**src/rtl/seqcheck_pkg.sv**
```systemverilog
// Shared defaults for the serial pattern detector family.
package seqcheck_pkg;
  localparam int         SEQ_LEN_DEF   = 6;
  localparam logic [5:0] SEQ_PAT_DEF   = 6'b101011;
  localparam int         SEQ_CNT_W_DEF = 8;
endpackage

```
**src/rtl/seqcheck_shreg.sv**
```systemverilog
// Bit history shift register: q[0] holds the newest accepted bit, q[W-1] the oldest.
// Shifts only when en is high; clear zeroes it synchronously.
module seqcheck_shreg
  import seqcheck_pkg::*;
#(
  parameter int W = SEQ_LEN_DEF - 1
) (
  input  logic         clk,
  input  logic         rst,
  input  logic         en,
  input  logic         clear,
  input  logic         d,
  output logic [W-1:0] q
);

  // Built at W+1 bits so that W == 1 needs no special-case slice.
  logic [W:0] nxt;
  assign nxt = {q, d};

  always_ff @(posedge clk or negedge rst) begin
    if (!rst) begin
      q <= '0;
    end else if (clear) begin
      q <= '0;
    end else if (en) begin
      q <= nxt[W-1:0];
    end
  end

endmodule

```
**src/rtl/seqcheck_param.sv**
```systemverilog
// Serial pattern detector: compares {hist,in} with a loadable pattern under a care-mask,
// giving a registered one-cycle match pulse and a saturating match count.
module seqcheck_param
  import seqcheck_pkg::*;
#(
  parameter int             LEN     = SEQ_LEN_DEF,
  parameter logic [LEN-1:0] PATTERN = LEN'(SEQ_PAT_DEF),
  parameter int             CNT_W   = SEQ_CNT_W_DEF
) (
  input  logic             clk,
  input  logic             rst,
  input  logic             in,
  input  logic             en,
  input  logic             clear,
  input  logic             cfg_we,
  input  logic [LEN-1:0]   pat_in,
  input  logic [LEN-1:0]   mask_in,
  input  logic             overlap,
  output logic             out,
  output logic [CNT_W-1:0] match_cnt,
  output logic [LEN-2:0]   hist
);

  localparam int            FW        = $clog2(LEN);
  localparam logic [FW-1:0] FILL_FULL = FW'(LEN - 1);

  logic [LEN-1:0] pat;
  logic [LEN-1:0] mask;
  logic [LEN-1:0] win;
  logic [FW-1:0]  fill;
  logic           hit;
  logic           full;
  logic           match;

  // hist[LEN-2] is the oldest bit, so plain concatenation already puts oldest at the MSB.
  assign win   = {hist, in};
  assign hit   = ((win ^ pat) & mask) == '0;
  assign full  = (fill == FILL_FULL);
  assign match = en && hit && full;

  seqcheck_shreg #(.W(LEN - 1)) u_shreg (
    .clk   (clk),
    .rst   (rst),
    .en    (en),
    .clear (clear),
    .d     (in),
    .q     (hist)
  );

  // Config is independent of clear; the compare above always sees the pre-edge values.
  always_ff @(posedge clk or negedge rst) begin
    if (!rst) begin
      pat  <= PATTERN;
      mask <= '1;
    end else if (cfg_we) begin
      pat  <= pat_in;
      mask <= mask_in;
    end
  end

  always_ff @(posedge clk or negedge rst) begin
    if (!rst) begin
      fill      <= '0;
      out       <= 1'b0;
      match_cnt <= '0;
    end else if (clear) begin
      fill      <= '0;
      out       <= 1'b0;
      match_cnt <= '0;
    end else if (en) begin
      out <= match;
      if (match && match_cnt != '1) begin
        match_cnt <= match_cnt + CNT_W'(1);
      end
      // Non-overlapping mode discards the whole window once it has matched.
      if (match && !overlap) begin
        fill <= '0;
      end else if (!full) begin
        fill <= fill + FW'(1);
      end
    end else begin
      out <= 1'b0;
    end
  end

endmodule

```
**config.mk**
```make
export PLATFORM = sky130hd
export DESIGN_NAME = seqcheck_param
export DESIGN_NICKNAME = d
export VERILOG_FILES = /design/src/rtl/seqcheck_pkg.sv /design/src/rtl/seqcheck_shreg.sv /design/src/rtl/seqcheck_param.sv
export SDC_FILE = /design/constraint.sdc
export NUM_CORES = 1
export LEC_CHECK = 0
export CORE_ASPECT_RATIO = 0.9
export CORE_MARGIN = 5
export CORE_UTILIZATION = 45
export CTS_CLUSTER_SIZE = 28
export DETAILED_ROUTE_END_ITERATION = 10
export GPL_TIMING_DRIVEN = 1
export PLACE_DENSITY = 0.74
export SYNTH_ARGS = -nofsm -noshare
export SYNTH_HDL_FRONTEND = slang
export SYNTH_HIERARCHICAL = 1
export SYNTH_SLANG_ARGS = --single-unit
```
**constraint.sdc**
```tcl
create_clock -name clk -period 3.62 [get_ports clk]
set_input_delay 0.724 -clock clk [delete_from_list [all_inputs] [get_ports clk]]
set_output_delay 0.724 -clock clk [all_outputs]
set_load 0.005 [all_outputs]
```
**Word level (Yosys, flattened, before mapping)**

Index checks and enable logic that the tools add are counted.

- Bitwise gates (word level): 2
- Mux-type cells: 11
- Equality and inequality tests: 3
- Add/sub/neg operators: 2
- Reduce and logical (&&, ||, !) cells: 10

Operator list:

| operator | number |
|---|---|
| $mux W8 | 3 |
| $mux W3 | 4 |
| $mux W5 | 2 |
| $add A8 B1 Y8 const B | 1 |
| $ne A8 B8 Y1 const B | 1 |
| $and A6 B6 Y6 | 1 |
| $logic_not A6 Y1 | 1 |
| $xor A6 B6 Y6 | 1 |
| $logic_and A1 B1 Y1 | 4 |
| $reduce_and A2 Y1 | 2 |
| $reduce_bool A2 Y1 | 2 |
| $add A3 B1 Y3 const B | 1 |
| $eq A3 B3 Y1 const B | 1 |
| $ne A3 B2 Y1 const B | 1 |
| $mux W1 | 2 |
| $logic_not A1 Y1 | 1 |

- Register bits after elaboration: 29
- Output and inout port bits: 14
- Input bits: 19
- Word-level logic and storage cells: 34

**Longest topological paths before layout**

- Depth in word-level cells: 9
- Depth in mapped cells: 8
- Gate-level depth less buffers: 7

**Hierarchy**

Netlist, hierarchy kept.

Modules (own cells, without submodules):

| module | cells each | sequential area each (sq um) | instances | area each (sq um) |
|---|---|---|---|---|
| seqcheck_param | 102 | 613.1 | 1 | 1161.1 |
| seqcheck_shreg | 16 | 125.1 | 1 | 205.2 |

**Worst setup path before layout**

OpenSTA, ideal clock, no wires.

- Kind: input port to flip-flop
- From: input port in
- To: register match_cnt[4]
- Stages: 6
- Required time: 3.542 ns
- Arrival time: 1.910 ns
- Setup time: 0.078 ns
- Path slack: 1.632 ns
- Cells stage by stage: xor2_1 -> a222oi_1 -> nand4_1 -> buf_2 -> or3_1 -> a21oi_1

- Word-level cells in the longest chain between the ends: 8

Ends and longest elaborated chain:

| element | RTL line | text |
|---|---|---|
| start: declaration | seqcheck_param.sv:12 | `input logic in,` |
| $xor A6 B6 Y6 | seqcheck_param.sv:37 | `assign hit = ((win ^ pat) & mask) == '0;` |
| $and A6 B6 Y6 | seqcheck_param.sv:37 |  |
| $logic_not A6 Y1 | seqcheck_param.sv:37 |  |
| $logic_and A1 B1 Y1 (2 in a row) | seqcheck_param.sv:39 | `assign match = en && hit && full;` |
| $logic_and A1 B1 Y1 | seqcheck_param.sv:72 | `if (match && match_cnt != '1) begin` |
| $reduce_bool A2 Y1 (no source line) | n/a |  |
| $reduce_and A2 Y1 (no source line) | n/a |  |
| end signal: assignment | seqcheck_param.sv:73 | `match_cnt <= match_cnt + CNT_W'(1);` |
| end: declaration | seqcheck_param.sv:20 | `output logic [CNT_W-1:0] match_cnt,` |

Every way passes these cells.
A chain may end at the register's enable or synchronous reset.

**Worst setup path in the final report**

- From: input port en
- To: register match_cnt[7]

- Word-level cells in the longest chain between the ends: 5
- Elaborated cells on any way between the ends: 6
- Classes of those cells: reduce/logical: 6

Ends and longest elaborated chain:

| element | RTL line | text |
|---|---|---|
| start: declaration | seqcheck_param.sv:13 | `input logic en,` |
| $logic_and A1 B1 Y1 (2 in a row) | seqcheck_param.sv:39 |  |
| $logic_and A1 B1 Y1 | seqcheck_param.sv:72 |  |
| $reduce_bool A2 Y1 (no source line) | n/a |  |
| $reduce_and A2 Y1 (no source line) (*) | n/a |  |

Every way passes the cells marked *; elsewhere a longest branch is shown, timed or not.

==> results.ini <==
[outcome]
outcome=completed

[placement]
port_buffers=32
dp.cells=189
dp_hpwl_mm=2.21
gp_congestion=0.795

[die]
rows=19
die_w_um=68.1
pin_count=33
die_area_mm2=0.00424
start_util=0.456
coreArea_mm2=0.00300
die_h_um=62.3

[synth]
netlist_instances=118
yosysTopAreaCellShare=0.348
synth-seq-cells=29
ys_seq_area_frac=0.540
synthArstFlopShare=1.00
synth_area_leader_cell=dfrtp_1
synth_edf_count=0
syn_avg_cell_area_um2=11.6
ys_warn_count=6
synth_cell_types=28
synth_fp_nets=140
synth_flop_cell=dfrtp_1
synth.area.top_cells=dfrtp_1, dfstp_2, mux2_2
syn-cell-area_mm2=0.00137

[clock_tree]
clkLatencyLatePin_ps=320
cts_setup_buffers=0
clock_tree.root_cell=clkbuf_4
cts_hold_buf=0
clkTransAtPathRegs_ps=90
cts_buffers=5
cts-htree-levels=2
clock-sinks=29
clockBufferDepth=2
cts-resized-gates=0
cts_tree=built

[sta]
period_share=0.773
rsz0062_at_grt=no
slew_headroom=0.284
finalSetupViolCount=0
tns_ps=0
post-route-min-period_ps=2800
slew_violations=0
fmaxAchievable_ghz=0.357
hold_viol=0
worst_hold_slack_ps=549
tightest_slew_ps=1070
worst_clock_skew_ps=10.1

[setup_path]
timing_worst_setup_path_type=primary input to register
end_kind=register
cp.arrival_ps=3030
crit-reg2reg-launch=pat[1]$_DFFE_PN1P_
cp_slowest_cell=clkdlybuf4s50_1
crit_path_frequent_cell=a21oi_1
crit_path_cell_trace=clkdlybuf4s50_1 > nand3_1 > a21oi_1 > nand4_1 > or4_1 > a21oi_1
cp_data_required_time_ps=3850
cp_max_fo=14
cp-start-kind=primary input
max_stage_delay_ps=750
cp-startpoint=en

[drt]
drtIter0Drc=54
routed_via_density=5.25
wl_per_cell_um=15.0
wirelength_mm=2.96
drt_first_pass_iters=4
drc=0
vias=1035
detail-route-antenna-nets=0

[power_and_ir_drop]
vdd_ir_drop_max_uv=261
internal-power_w=0.000609
swShare=0.208
fin_total_pwr_w=0.000769
pwr_density_cell_mw_per_mm2=421
p_comb_frac=0.103
leakage_nw=0.769
power_switching_w=0.000160
clockPowerShare=0.424
seq_power_share=0.473

[finish]
post_route_cells_drive_above_1_share=0.219
num-nets-final=176
final_common_cell=clkdlybuf4s50_1
final_util=0.609
area_delta_synth_final_pct=33.6
stdcell_count=197
fillCellCount=274
antenna_cells=0
layout_common_cells=clkdlybuf4s50_1, dfrtp_1, mux2_2

[global_route]
grt_remaining_overflow=0
grt_pass1_wl_mm=5.22
grt_antenna_before_repair=0
grt_max_degree=25
globalRouteTotalUtil=0.160
grt_pass1_vias=1136

[run]
max-cap-violations=0

[worst_hold_path]
hp-class=register to register
min-delay-start=pat[2]$_DFFE_PN0P_

==> layout make-up <==
| class | count | area, µm² | share of cell area |
|---|---|---|---|
| clock inverters | 3 | 65.1 | 0.0356 |
| clock buffers | 5 | 37.5 | 0.0206 |
| well taps | 42 | 52.6 | 0.0288 |
| multi-input cells | 82 | 593 | 0.325 |
| flip-flops and latches | 29 | 738 | 0.404 |
| inverters | 3 | 11.3 | 0.00617 |
| repair buffers | 33 | 328 | 0.180 |
==> worst paths after layout <==
path / endpoint / slack (ps) / cells after the start
min in group asynchronous: u_shreg/q[0]$_DFFE_PN0P_ / 970 / 1
worst min-delay path: pat[2]$_DFFE_PN0P_ / 550 / 1
max in group asynchronous: mask[1]$_DFFE_PN1P_ / 1860 / 2
worst max register to register: match_cnt[7]$_DFFE_PN0P_ / 1230 / 5
worst max-delay path: match_cnt[7]$_DFFE_PN0P_ / 820 / 6
worst min register to register: pat[2]$_DFFE_PN0P_ / 550 / 1
==> stage by stage <==
step                worst slack [ps]  instance area [µm²]
global placement                 665                 1720
global route                     705                 1830
CTS                              846                 1830
detailed placement               504                 1720
finish                           820                 1830
floorplan                       1630                 1370
==> cell usage after synthesis, types with 2 or more instances <==
cell type,count
o31ai_1,3
inv_1,3
a21oi_1,8
nand3_1,5
dfstp_2,10
mux2i_1,6
mux2_2,12
o21ai_0,5
a31oi_1,3
or3_1,5
nor2_1,10
xor2_1,7
ha_1,3
nand2_1,4
dfrtp_1,19
a211oi_1,2
and3_2,2
==> cell families after synthesis <==
family / Yosys count / synth area share
AND/OR/NAND/NOR: 31 / 0.117
buffers and inverters: 7 / 0.0256
XOR/XNOR: 7 / 0.0449
AO/OA/AOI/OAI: 23 / 0.102
adder cells (fa/ha/maj): 3 / 0.0275
multiplexers: 18 / 0.143
flip-flops: 29 / 0.540
==> layer usage <==
layer / vias up / share of wire / GRT usage
met3: 2 / 0.026 / 0.0342
li1: 501 / - / -
met5: - / 0 / 0
met2: 15 / 0.53 / 0.259
met4: 0 / 0.0091 / 0.0645
met1: 517 / 0.44 / 0.205
==> critical path: cells and delay by family <==
kind | cells | cell delay [ps]
buffers and inverters | 1 | 750
and+or+nand+nor | 3 | 1220
AOI/OAI and AO/OA | 2 | 340
==> power by group through the flow <==
stage | registers (W) | clock network, W | logic, W
floorplan | 0.000365 | 0 | 0.0000418
finish | 0.000364 | 0.000326 | 0.0000790
detailed placement | 0.000370 | 0 | 0.0000801
CTS | 0.000364 | 0.000332 | 0.0000804
global placement | 0.000369 | 0 | 0.0000768
global route | 0.000367 | 0.000352 | 0.0000870
==> flip-flops by register name, summed over array words and instances, names as in the netlist <==
name / count
match_cnt: 8
mask: 6
pat: 6
u_shreg/q: 5
fill: 3
out: 1
No activity file was read; power rests on OpenSTA's default activity.
==> RTL change 1, RTL diff (config.mk and constraints unchanged) <==
Add an input register stage for `cfg_we`, with the module's reset; this delays it by one clock. The other inputs are not delayed to match.
--- a/src/rtl/seqcheck_param.sv
+++ b/src/rtl/seqcheck_param.sv
@@ -23,6 +23,16 @@
 
   localparam int            FW        = $clog2(LEN);
   localparam logic [FW-1:0] FILL_FULL = FW'(LEN - 1);
+
+  logic cfg_we_q;
+
+  always_ff @(posedge clk or negedge rst) begin
+    if (!rst) begin
+      cfg_we_q <= '0;
+    end else begin
+      cfg_we_q <= cfg_we;
+    end
+  end
 
   logic [LEN-1:0] pat;
   logic [LEN-1:0] mask;
@@ -52,7 +62,7 @@
     if (!rst) begin
       pat  <= PATTERN;
       mask <= '1;
-    end else if (cfg_we) begin
+    end else if (cfg_we_q) begin
       pat  <= pat_in;
       mask <= mask_in;
     end
Check against the original RTL: not equivalent (a bounded check fails within 10 cycles, from zero or initial values and one cycle with rst low).
==> RTL change 1 against the original RTL <==
Area after synthesis rose by 1.8%; total power down 14%; non-clock buffer count unchanged; sequential power increased by 4%; worst setup slack gained 76 ps; cell area shrank 0.96%; fmax grew 2.8%; sequential cell count is 1 higher; clock skew shrank 0.96 ps; register-to-register slack improved by 60 ps; core utilization down 1.1 points; global-route usage down 0.63 points; routed wire length decreased by 5.8%; combinational power fell by 4.4%.
==> RTL change 1: results (changes against the original RTL) <==
Clk Tree Root Cell=clkbuf_4 (unchanged); # DRC=0 (unchanged); global-route wire length before repair=4910 um (was 5220 um); Post-synth top cells=20 x dfrtp_1, 12 x mux2_2, 10 x dfstp_2, 10 x nor2_1, 8 x a21oi_1 (was 19 x dfrtp_1, 12 x mux2_2, 10 x dfstp_2, 10 x nor2_1, 8 x a21oi_1); flop-to-flop setup slack=1290 ps (was 1230 ps); Yosys Warn Count=6 (unchanged); Worst Hold Launch=pat[4]$_DFFE_PN0P_ (was pat[2]$_DFFE_PN0P_); Reg2Reg Depth=5 (unchanged); GRT Total Usage=0.154 (was 0.160); Inst Count DP=190 (was 189); GPL Wtd Cong=0.787 (was 0.795); 1st-iter DRT viols=113 (was 54); status=completed (unchanged); diode count=0 (unchanged); synth unique cells=28 (unchanged); Synth Net Count=141 (was 140); DP Wirelength=2030 um (was 2210 um); Nets=177 (was 176); R2R Path Start=pat[1]$_DFFE_PN1P_ (unchanged); VDD IR max=236 uV (was 261 uV); H-tree levels=2 (unchanged); initial antenna violation count=0 (unchanged); Worst EP arrival=2980 ps (was 3030 ps); I/O Buffers=32 (unchanged); largest net degree at the start of global routing=31 (was 25); share of the yosys chip area belonging to registers=0.549 (was 0.540); Routed WL per cell=14.1 um (was 15.0 um); worst-margin pin slew=641 ps (was 1070 ps); Hold Path Stages=1 (unchanged); Worst Skew=9.18 ps (was 10.1 ps); mean post-synth cell area=11.7 um2 (was 11.6 um2); Non-Filler Instances=198 (was 197); CTS max path bufs=2 (unchanged); Final Hold Fails=0 (unchanged); Vias=1045 (was 1035); share of post-route cells with drive strength above 1=0.212 (was 0.219); crit-path max FO=14 (unchanged); post-cts resize count=0 (unchanged); number of global-route vias before repair=1054 (was 1136); Post-CTS Setup Bufs=0 (unchanged); biggest regs=match_cnt: 8 flops, mask: 6 flops, pat: 6 flops (unchanged); ranking of synthesized cells by area=dfrtp_1 36%, dfstp_2 19%, mux2_2 9.7% (was dfrtp_1 35%, dfstp_2 19%, mux2_2 9.9%); P_leak=0.760 nW (was 0.769 nW); CTS buffer count=5 (unchanged); worst skew pair latency=340 ps (was 320 ps)
[RTL change 1: cell types whose count changed in the layout (fill, tap and decap cells not counted)]
cell	change
bufinv_16	-2
dfrtp_1	+1
clkbuf_8	+1
clkbuf_1	+1
[RTL change 1: worst paths after layout]
kind | end
min in group asynchronous | u_shreg/q[4]$_DFFE_PN0P_
hold reg to reg | pat[4]$_DFFE_PN0P_
max in group asynchronous | mask[4]$_DFFE_PN1P_
hold / removal | pat[4]$_DFFE_PN0P_
setup reg to reg | match_cnt[7]$_DFFE_PN0P_
setup / recovery | match_cnt[7]$_DFFE_PN0P_
[RTL change 1: cell type report]
type,count,area (um2)
inverters,3,11.3
clock buffers,7,55.1
multi-input cells,82,593
clock inverters,1,5.00
flip-flops and latches,30,763
fillers,265,1210
well taps,42,52.6
repair buffers,33,328
[RTL change 1: layer usage]
| layer | wire [um] | GRT usage |
|---|---|---|
| met5 | 0 | 0 |
| met4 | 73 | 0.104 |
| met3 | 166 | 0.0396 |
| met2 | 1340 | 0.226 |
| met1 | 1210 | 0.193 |
[RTL change 1: critical path: stages]
cell and delay (ps):
clkdlybuf4s50_1 740, nand3_1 130, a21oi_1 200, nand4_1 410
or4_1 610, a21oi_1 150
[RTL change 1: metrics by stage]
step	utilization	cell area [um2]	hold slack (ps)	worst slack (ps)
floorplan	-	1390	428	1630
global placement	0.579	1750	511	658
detailed placement	0.579	1750	525	565
CTS	0.599	1810	548	920
global route	0.599	1810	572	615
finish	0.599	1810	547	896
[RTL change 1: cell families (layout without fill, tap and decap cells)]
logic type	after synthesis	after routing	share of synthesized area
compound gates	23	23	0.0998
xor+xnor	7	7	0.0441
fa+ha+maj	3	3	0.0270
buf+inv	7	44	0.0252
flops	30	30	0.549
mux	18	18	0.140
simple gates	31	31	0.115
[RTL change 1: power breakdown]
| part | leakage, nW | internal [mW] | switching [mW] |
|---|---|---|---|
| logic | 0.350 | 0.0452 | 0.0303 |
| clock network | 0.0353 | 0.0939 | 0.115 |
| registers | 0.375 | 0.361 | 0.0165 |
==> RTL change 2, RTL diff (same flow settings) <==
Without the edit above. The package constant `SEQ_LEN_DEF` goes from 6 to 3.
--- a/src/rtl/seqcheck_pkg.sv
+++ b/src/rtl/seqcheck_pkg.sv
@@ -1,6 +1,6 @@
 // Shared defaults for the serial pattern detector family.
 package seqcheck_pkg;
-  localparam int         SEQ_LEN_DEF   = 6;
+  localparam int         SEQ_LEN_DEF   = 3;
   localparam logic [5:0] SEQ_PAT_DEF   = 6'b101011;
   localparam int         SEQ_CNT_W_DEF = 8;
 endpackage
Ports: changed (resized hist, mask_in and pat_in); port bits go from 33 to 24. The function was not compared with the original's and may differ.
==> RTL change 2 against the original RTL <==
Non-clock buffer count shrank 10; total power shrank 48%; area after synthesis shrank 31%; critical path depth is the same; worst setup slack gained 550 ps; sequential power shrank 35%; cell area shrank 33%; sequential cell count shrank 10; routed wire length shrank 36%; sequential share of layout area shrank 0.87 points; global-route usage shrank 1.6 points; via count shrank 30%; count of clock-buffer cells in the layout shrank 2; critical path type unchanged; critical endpoint is now match_cnt[5]$_DFFE_PN0P_; largest cell class unchanged; largest power group unchanged; highest routed layer unchanged.
==> RTL change 2: results (changes against the original RTL) <==
biggest regs=match_cnt: 8 flops, mask: 3 flops, pat: 3 flops (was match_cnt: 8 flops, mask: 6 flops, pat: 6 flops); mux cell area share after synthesis=0.115 (was 0.143); drt via density=5.30 (was 5.25); DP Wirelength=1410 um (was 2210 um); Hold Path Stages=1 (unchanged); share of the yosys chip area belonging to registers=0.509 (was 0.540); ranking of synthesized cells by area=dfrtp_1 37%, dfstp_2 14%, mux2_2 7.1% (was dfrtp_1 35%, dfstp_2 19%, mux2_2 9.9%); Worst Skew=13.0 ps (was 10.1 ps); largest net degree at the start of global routing=20 (was 25); GPL Wtd Cong=0.764 (was 0.795); status=completed (unchanged); GRT Total Usage=0.144 (was 0.160); Post-synth top cells=14 x dfrtp_1, 10 x nor2_1, 7 x a21oi_1, 7 x nand2_1, 6 x mux2_2 (was 19 x dfrtp_1, 12 x mux2_2, 10 x dfstp_2, 10 x nor2_1, 8 x a21oi_1); cell count after synthesis=88 (was 118); H-tree levels=1 (was 2); max-slew violations=0 (unchanged); post-cts resize count=0 (unchanged); Inst Count DP=133 (was 189); worst skew pair latency=310 ps; Non-Filler Instances=137 (was 197); Routed WL per cell=13.9 um (was 15.0 um); Reg clk slew, reported paths=110 ps (was 90 ps); flop-to-flop setup slack=1710 ps (was 1230 ps); Synth Net Count=103 (was 140); Post-Synth Adder-Cell Area=0.0264 (was 0.0275); Synth top area share=0.370 (was 0.348); worst-margin pin slew=848 ps (was 1070 ps); Worst EP arrival=2460 ps (was 3030 ps); share of post-route cells with drive strength above 1=0.161 (was 0.219); synth unique cells=30 (was 28); diode count=0 (unchanged); sw power=101 uW (was 160 uW); global-route wire length before repair=3360 um (was 5220 um); I/O Buffers=23 (was 32); WHS Endpoint=pat[2]$_DFFE_PN0P_ (unchanged); drt pass-1 iters=5 (was 4); compound-cell area share of the yosys netlist=0.0925 (was 0.102); number of global-route vias before repair=723 (was 1136); VDD IR max=276 uV (was 261 uV); Worst R2R End=match_cnt[4]$_DFFE_PN0P_ (was match_cnt[7]$_DFFE_PN0P_); crit-path max FO=6 (was 14); 1st-iter DRT viols=16 (was 54); Reg2Reg Depth=6 (was 5); Layout fillers=172 (was 274); fraction of registers with async set/reset=1.00 (unchanged); P_leak=0.504 nW (was 0.769 nW); CTS buffer count=3 (was 5); Post-Synth XOR/XNOR Area=0.0370 (was 0.0449); R2R Path Start=match_cnt[0]$_DFFE_PN0P_ (was pat[1]$_DFFE_PN1P_)
-- RTL change 2: cell count changes after synthesis, sizes merged, moves of 2 or more --
cell	before	now
a31oi	3	0
dfrtp	19	14
o21ai	5	0
buf	3	1
a211oi	2	0
or3	5	1
mux2	12	7
mux2i	6	3
xor2	7	3
dfstp	10	5
nand2	4	7
nor2b	0	2
-- RTL change 2: metal layers --
metal,routed length [um],global-route usage,up-vias
met5,0,0,-
met4,34,0.0502,0
met1,913,0.183,345
met2,867,0.221,17
li1,-,-,360
met3,88,0.0585,4
-- RTL change 2: cell families (layout without fill, tap and decap cells) --
kind of cell / after synthesis / count (layout)
xor+xnor: 4 / 4
buf+inv: 6 / 30
simple gates: 34 / 34
compound gates: 13 / 13
fa+ha+maj: 2 / 2
mux: 10 / 10
flops: 19 / 19
-- RTL change 2: worst max-delay path: stages --
cell             delay (ps)
clkdlybuf4s50_1         580
nand2_1                  80
a21oi_1                 270
nand3_1                 220
or4_1                   440
a21oi_1                 160
-- RTL change 2: power by group through the flow --
stage	Sequential [mW]	Clock, mW	Combinational (mW)
floorplan	0.238	0	0.0315
global placement	0.240	0	0.0565
detailed placement	0.240	0	0.0580
CTS	0.236	0.114	0.0581
global route	0.238	0.127	0.0646
finish	0.236	0.108	0.0573
-- RTL change 2: how the worst max path moves through the flow --
stage / start / to / slack (ps) / cells after the start
global placement: en / match_cnt[7]$_DFFE_PN0P_ / 1140 / 6
floorplan: in / match_cnt[4]$_DFFE_PN0P_ / 1690 / 6
global route: en / match_cnt[5]$_DFFE_PN0P_ / 1260 / 6
CTS: en / match_cnt[5]$_DFFE_PN0P_ / 1380 / 6
detailed placement: en / match_cnt[5]$_DFFE_PN0P_ / 1060 / 6
finish: en / match_cnt[5]$_DFFE_PN0P_ / 1370 / 6
-- RTL change 2: cell type report --
type,instances,area (um2),share of cell area
timing repair buffer,23,230,0.189
clock inverter,1,5.00,0.00411
sequential,19,482,0.396
tap,25,31.3,0.0257
clock buffer,3,22.5,0.0185
inverter,3,11.3,0.00925
multi-input combinational,63,435,0.358
-- RTL change 2: metrics by stage --
step | hold WS [ps] | power, mW | setup WS (ps) | cell area, um2
final | 586 | 0.401 | 1370 | 1220
after global routing | 609 | 0.429 | 1260 | 1220
after CTS | 587 | 0.409 | 1380 | 1220
after detailed placement | 557 | 0.298 | 1060 | 1190
after global placement | 530 | 0.296 | 1140 | 1190
after floorplan | 428 | 0.269 | 1690 | 947
